==> src/rtl/toggle_dec_pkg.sv <==
// Shared types and constants for the toggle-encoded event decoder.
package toggle_dec_pkg;

    typedef enum logic {
        IDLE   = 1'b0,
        ACTIVE = 1'b1
    } state_t;

    localparam int DEF_CNT_W   = 8;
    localparam int DEF_TIMEOUT = 16;

    // Idle timer only has to reach TIMEOUT-1.
    function automatic int tmr_w(input int timeout);
        return (timeout <= 2) ? 1 : $clog2(timeout);
    endfunction

endpackage

==> src/rtl/toggle_decoder_if.sv <==
// Line-side and status signals of the toggle decoder, grouped with modports.
interface toggle_decoder_if
    import toggle_dec_pkg::*;
#(
    parameter int CNT_W = DEF_CNT_W
);
    logic             tin;
    logic             clr;
    logic             pulse;
    logic [CNT_W-1:0] count;
    logic             active;
    logic             timeout;
    logic             overflow;

    modport master (
        output tin, clr,
        input  pulse, count, active, timeout, overflow
    );

    modport slave (
        input  tin, clr,
        output pulse, count, active, timeout, overflow
    );
endinterface

==> src/rtl/toggle_sync.sv <==
// Two-flop falling-edge synchronizer for the asynchronous toggle line.
module toggle_sync (
    input  logic clk,
    input  logic reset,
    input  logic din,
    output logic dout
);
    logic sync_p0;
    logic sync_p1;

    always_ff @(negedge clk) begin
        if (reset) begin
            sync_p0 <= 1'b0;
            sync_p1 <= 1'b0;
        end else begin
            sync_p0 <= din;
            sync_p1 <= sync_p0;
        end
    end

    assign dout = sync_p1;
endmodule

==> src/rtl/toggle_decoder.sv <==
// Toggle-line event decoder: strobe, saturating count, activity FSM with idle timeout.
// Define TOGGLE_DECODER_SYNC_EN to put a two-flop synchronizer in front of tin.
module toggle_decoder
    import toggle_dec_pkg::*;
#(
    parameter int CNT_W   = DEF_CNT_W,
    parameter int TIMEOUT = DEF_TIMEOUT
) (
    input logic             clk,
    input logic             reset,
    toggle_decoder_if.slave bus
);
    localparam int               TW       = tmr_w(TIMEOUT);
    localparam logic [TW-1:0]    TMR_LAST = TW'(TIMEOUT - 1);
    localparam logic [CNT_W-1:0] CNT_MAX  = '1;

    logic             tin_s;
    logic             t_prev;
    logic             evt;
    state_t           state;
    state_t           state_nxt;
    logic [TW-1:0]    timer;
    logic [TW-1:0]    timer_nxt;
    logic             tmo_nxt;
    logic             pulse_q;
    logic [CNT_W-1:0] count_q;
    logic             active_q;
    logic             timeout_q;
    logic             ovf_q;

`ifdef TOGGLE_DECODER_SYNC_EN
    toggle_sync u_sync (
        .clk   (clk),
        .reset (reset),
        .din   (bus.tin),
        .dout  (tin_s)
    );
`else
    assign tin_s = bus.tin;
`endif

    assign evt = tin_s ^ t_prev;

    function automatic logic [CNT_W-1:0] sat_inc(input logic [CNT_W-1:0] v);
        return (v == CNT_MAX) ? v : v + CNT_W'(1);
    endfunction

    always_ff @(negedge clk) begin
        if (reset) begin
            state <= IDLE;
        end else begin
            state <= state_nxt;
        end
    end

    // An event on the final timer count keeps the line ACTIVE.
    always_comb begin
        state_nxt = state;
        timer_nxt = timer;
        tmo_nxt   = 1'b0;
        unique case (state)
            IDLE: begin
                if (evt) begin
                    state_nxt = ACTIVE;
                    timer_nxt = '0;
                end
            end
            ACTIVE: begin
                if (evt) begin
                    timer_nxt = '0;
                end else if (timer == TMR_LAST) begin
                    state_nxt = IDLE;
                    timer_nxt = '0;
                    tmo_nxt   = 1'b1;
                end else begin
                    timer_nxt = timer + TW'(1);
                end
            end
        endcase
    end

    always_ff @(negedge clk) begin
        if (reset) begin
            t_prev    <= 1'b0;
            pulse_q   <= 1'b0;
            timer     <= '0;
            active_q  <= 1'b0;
            timeout_q <= 1'b0;
            count_q   <= '0;
            ovf_q     <= 1'b0;
        end else begin
            t_prev    <= tin_s;
            pulse_q   <= evt;
            timer     <= timer_nxt;
            active_q  <= (state_nxt == ACTIVE);
            timeout_q <= tmo_nxt;
            // clr wins over saturation, but a coincident event still counts.
            if (bus.clr) begin
                count_q <= evt ? CNT_W'(1) : '0;
                ovf_q   <= 1'b0;
            end else if (evt) begin
                if (count_q == CNT_MAX) begin
                    ovf_q <= 1'b1;
                end
                count_q <= sat_inc(count_q);
            end
        end
    end

    assign bus.pulse    = pulse_q;
    assign bus.count    = count_q;
    assign bus.active   = active_q;
    assign bus.timeout  = timeout_q;
    assign bus.overflow = ovf_q;
endmodule

==> src/flat_wrapper.sv <==
// flat-port wrapper written by rule: the top's interface ports become plain ports
module toggle_decoder_flat import toggle_dec_pkg::*;
#(
    parameter int CNT_W   = DEF_CNT_W,
    parameter int TIMEOUT = DEF_TIMEOUT
)
  (clk, reset, bus_tin, bus_clr, bus_pulse, bus_count, bus_active, bus_timeout, bus_overflow);
  toggle_decoder_if #(.CNT_W(CNT_W)) bus_i ();
  input logic clk;
  input logic reset;
  input wire logic [$bits(bus_i.tin)-1:0] bus_tin;
  input wire logic [$bits(bus_i.clr)-1:0] bus_clr;
  output wire logic [$bits(bus_i.pulse)-1:0] bus_pulse;
  output wire logic [$bits(bus_i.count)-1:0] bus_count;
  output wire logic [$bits(bus_i.active)-1:0] bus_active;
  output wire logic [$bits(bus_i.timeout)-1:0] bus_timeout;
  output wire logic [$bits(bus_i.overflow)-1:0] bus_overflow;
  assign bus_i.tin = bus_tin;
  assign bus_i.clr = bus_clr;
  assign bus_pulse = bus_i.pulse;
  assign bus_count = bus_i.count;
  assign bus_active = bus_i.active;
  assign bus_timeout = bus_i.timeout;
  assign bus_overflow = bus_i.overflow;
  toggle_decoder #(.CNT_W(CNT_W), .TIMEOUT(TIMEOUT)) u_core (.clk(clk), .reset(reset), .bus(bus_i));
endmodule
==> config.mk <==
export PLATFORM = sky130hd
export DESIGN_NAME = toggle_decoder_flat
export DESIGN_NICKNAME = d
export VERILOG_FILES = /design/src/rtl/toggle_dec_pkg.sv /design/src/rtl/toggle_decoder_if.sv /design/src/rtl/toggle_sync.sv /design/src/rtl/toggle_decoder.sv /design/src/flat_wrapper.sv
export SDC_FILE = /design/constraint.sdc
export NUM_CORES = 1
export LEC_CHECK = 0
export ABC_AREA = 1
export BUFFER_PORTS_ARGS = -buffer_cell sky130_fd_sc_hd__buf_2
export CORE_MARGIN = 2
export CORE_UTILIZATION = 35
export CTS_CLUSTER_SIZE = 8
export DETAILED_ROUTE_END_ITERATION = 7
export REMOVE_ABC_BUFFERS = 1
export SLEW_MARGIN = 5
export SYNTH_ARGS = -nofsm -noshare
export SYNTH_HDL_FRONTEND = slang
export SYNTH_SLANG_ARGS = --single-unit
==> constraint.sdc <==
create_clock -name clk -period 1.13 [get_ports clk]
set_input_delay 0.226 -clock clk [delete_from_list [all_inputs] [get_ports clk]]
set_output_delay 0.226 -clock clk [all_outputs]
set_load 0.02 [all_outputs]
==> results.sh <==
export IMPL_status="finished, violations left"
export IMPL_violations="setup timing"
export IMPL_drive_above_1_share=0.500
export IMPL_path_depth=1
export IMPL_hold_violations=0
export IMPL_ys_warn_count=0
export IMPL_drtIter0Drc=7
export IMPL_r2r_slack_ps=-200
export IMPL_rr_worst_depth=9
export IMPL_fin_ws_ps=-475
export IMPL_routedWlPerCell_um=11.6
export IMPL_num_rows=18
export IMPL_rsz0062_at_grt="true"
export IMPL_grt_pass1_vias=1104
export IMPL_hp_class="flip-flop to flip-flop"
export IMPL_vias_per_cell=4.74
export IMPL_cts_hold_buf=0
export IMPL_grt_antenna_before_repair=0
export IMPL_nets=205
export IMPL_io_buffers=15
export IMPL_slew_headroom=0.866
export IMPL_seq_area_frac_synth=0.389
export IMPL_critical_path_arrival_ps=1380
export IMPL_gp_congestion=0.925
export IMPL_dp_cells=192
export IMPL_antenna_left=0
export IMPL_dp_worst_setup_slack_ps=-574
export IMPL_dr_pass1_iters=4
export IMPL_synth_seq_cells=17
export IMPL_whs_ps=529
export IMPL_post_synth_instance_area_um2=875
export IMPL_cp_num_buf_inv=1
export IMPL_p_per_area_nw_per_um2=1070
export IMPL_syn_inst=129
export IMPL_clock_latency_ps=370
export IMPL_fin_worst_skew_ps=12.5
export IMPL_clock_path_buffers=2
export IMPL_power_mw=1.73
export IMPL_startpoint_type="flip-flop"
export IMPL_coreArea_um2=2430
export IMPL_ir_worst_vdd_mv=1.31
export IMPL_final_util=0.664
export IMPL_worst_path_max_delay_cell="dfxtp_2"
export IMPL_critPathRequiredTime_ps=900
export IMPL_drc=0
export IMPL_boundaryPins=16
export IMPL_critPathTopFamily="flip-flops"
export IMPL_crit_chain="buf_6"
export IMPL_slew_violations=0
export IMPL_crit_fanout=2
export IMPL_dieArea_um2=2910
export IMPL_dp_hpwl_um=1620
export IMPL_grt_max_degree=11
export IMPL_tightestPinTransition_ps=200
export IMPL_clock_sinks=17
export IMPL_hold_depth=2
export IMPL_setup_violations=21
export IMPL_leakagePower_nw=0.806
export IMPL_ys_types=18
export IMPL_clk_pin_slew_ps=40
export IMPL_cts_root_buf="clkbuf_4"
export IMPL_initial_core_util=0.360
export IMPL_fp_dieH_um=54.0
export IMPL_crit_path_end_kind="output port"
export IMPL_htreeDepth=1
export IMPL_crit_type="flip-flop to output port"
export IMPL_slowest_delay_ps=330
export IMPL_wl_um=2630
export IMPL_gr_usage_all_layers=0.207
export IMPL_ys_flop_type="dfxtp_1"
export IMPL_grt_pass1_wl_um=4280
export IMPL_cts_buffers=3
export IMPL_die_w_um=54.0
export IMPL_cts_tree="built"
export IMPL_avgSynthCellArea_um2=6.78
export IMPL_maxCapViolCount=0
export IMPL_gr_total_overflow=0
export IMPL_synth_edf_count=0
export IMPL_vias=1081
export IMPL_layout_cells_non_filler=228
export IMPL_synthArstFlopShare=0
export IMPL_syn_to_final_growth_pct=84.7
export IMPL_diodes=0
[metrics by stage]
| stage | setup TNS (ps) | instance area, µm² |
|---|---|---|
| after floorplan | -4730 | 875 |
| after global placement | -8360 | 1120 |
| after detailed placement | -8970 | 1120 |
| after CTS | -6800 | 1530 |
| after global routing | -8070 | 1620 |
| final | -6860 | 1620 |
[kinds of logic (layout without fill, tap and decap cells)]
family                     after synthesis  count (layout)  share of synthesized area
adders and majority gates                2               2                     0.0286
xor gates and xnor gates                 1               1                     0.0100
DFF                                     17              17                      0.389
and+or+nand+nor                         79              80                      0.416
AOI/OAI and AO/OA                       11              11                     0.0744
buffers and inverters                   19              87                     0.0815
[power breakdown]
group | switching [mW] | leakage, nW | internal, mW
Sequential | 0.0134 | 0.144 | 0.625
Clock | 0.367 | 0.118 | 0.436
Combinational | 0.157 | 0.543 | 0.129
Total | 0.538 | 0.806 | 1.19
[layer usage]
layer / routed length, µm / track usage / vias to the layer above
met5: 0 / 0 / -
met4: 46 / 0.125 / 0
met3: 87 / 0.0639 / 6
met2: 1470 / 0.384 / 22
met1: 1030 / 0.196 / 505
li1: - / - / 548
[final cells by class]
cell class / count / area (µm²)
fill: 212 / 817
multi-input combinational: 94 / 618
timing repair buffer: 48 / 412
sequential: 17 / 357
clock inverter: 18 / 93.8
inverter: 18 / 75.1
tap: 30 / 37.5
clock buffer: 3 / 22.5
[sequential cells by signal, summed over array words and instances (netlist names)]
name                 count
u_core.bus.count         8
u_core.timer             4
u_core.bus.active        1
u_core.bus.overflow      1
u_core.bus.pulse         1
u_core.bus.timeout       1
u_core.t_prev            1
[worst paths after layout]
kind                       startpoint             endpoint
setup reg to reg  u_core.bus.count[0]  u_core.bus.count[1]
hold reg to reg       u_core.timer[3]   u_core.bus.timeout
setup / recovery  u_core.bus.overflow         bus_overflow
hold / removal        u_core.timer[3]   u_core.bus.timeout
[repair_timing]
| item | 4_1_cts | 5_1_grt |
|---|---|---|
| gates cloned | 1 | 0 |
| setup buffers | 10 | 6 |
| resized for setup | 69 | 14 |
| pin swaps | 10 | 8 |
| setup endpoints to repair | 24 | 25 |
[cell usage in the layout (no fill, tap or decap), types with 2 or more instances in the layout]
cell / n
buf_4: 31
nand3_1: 12
nand2_4: 6
nor3_1: 3
a21oi_2: 5
dfxtp_2: 13
dfxtp_1: 4
nand2_2: 4
nor2_4: 6
buf_6: 15
clkbuf_4: 3
a21oi_1: 2
inv_1: 33
nand2_1: 30
o21ai_1: 2
nand3_2: 4
nor2_1: 8
buf_2: 2
nor2_2: 2
[synth_stat cells, types with 2 or more instances]
library cell | number | area share
nand2_1 | 35 | 0.15
inv_1 | 19 | 0.082
dfxtp_1 | 17 | 0.39
nand3_1 | 17 | 0.097
nor2_1 | 13 | 0.056
a21oi_1 | 5 | 0.029
nand2_2 | 4 | 0.029
nor3_1 | 4 | 0.023
o21ai_0 | 3 | 0.017
a21oi_2 | 2 | 0.020
ha_1 | 2 | 0.029
nor2_4 | 2 | 0.026
(Power assumes the default switching activity.)
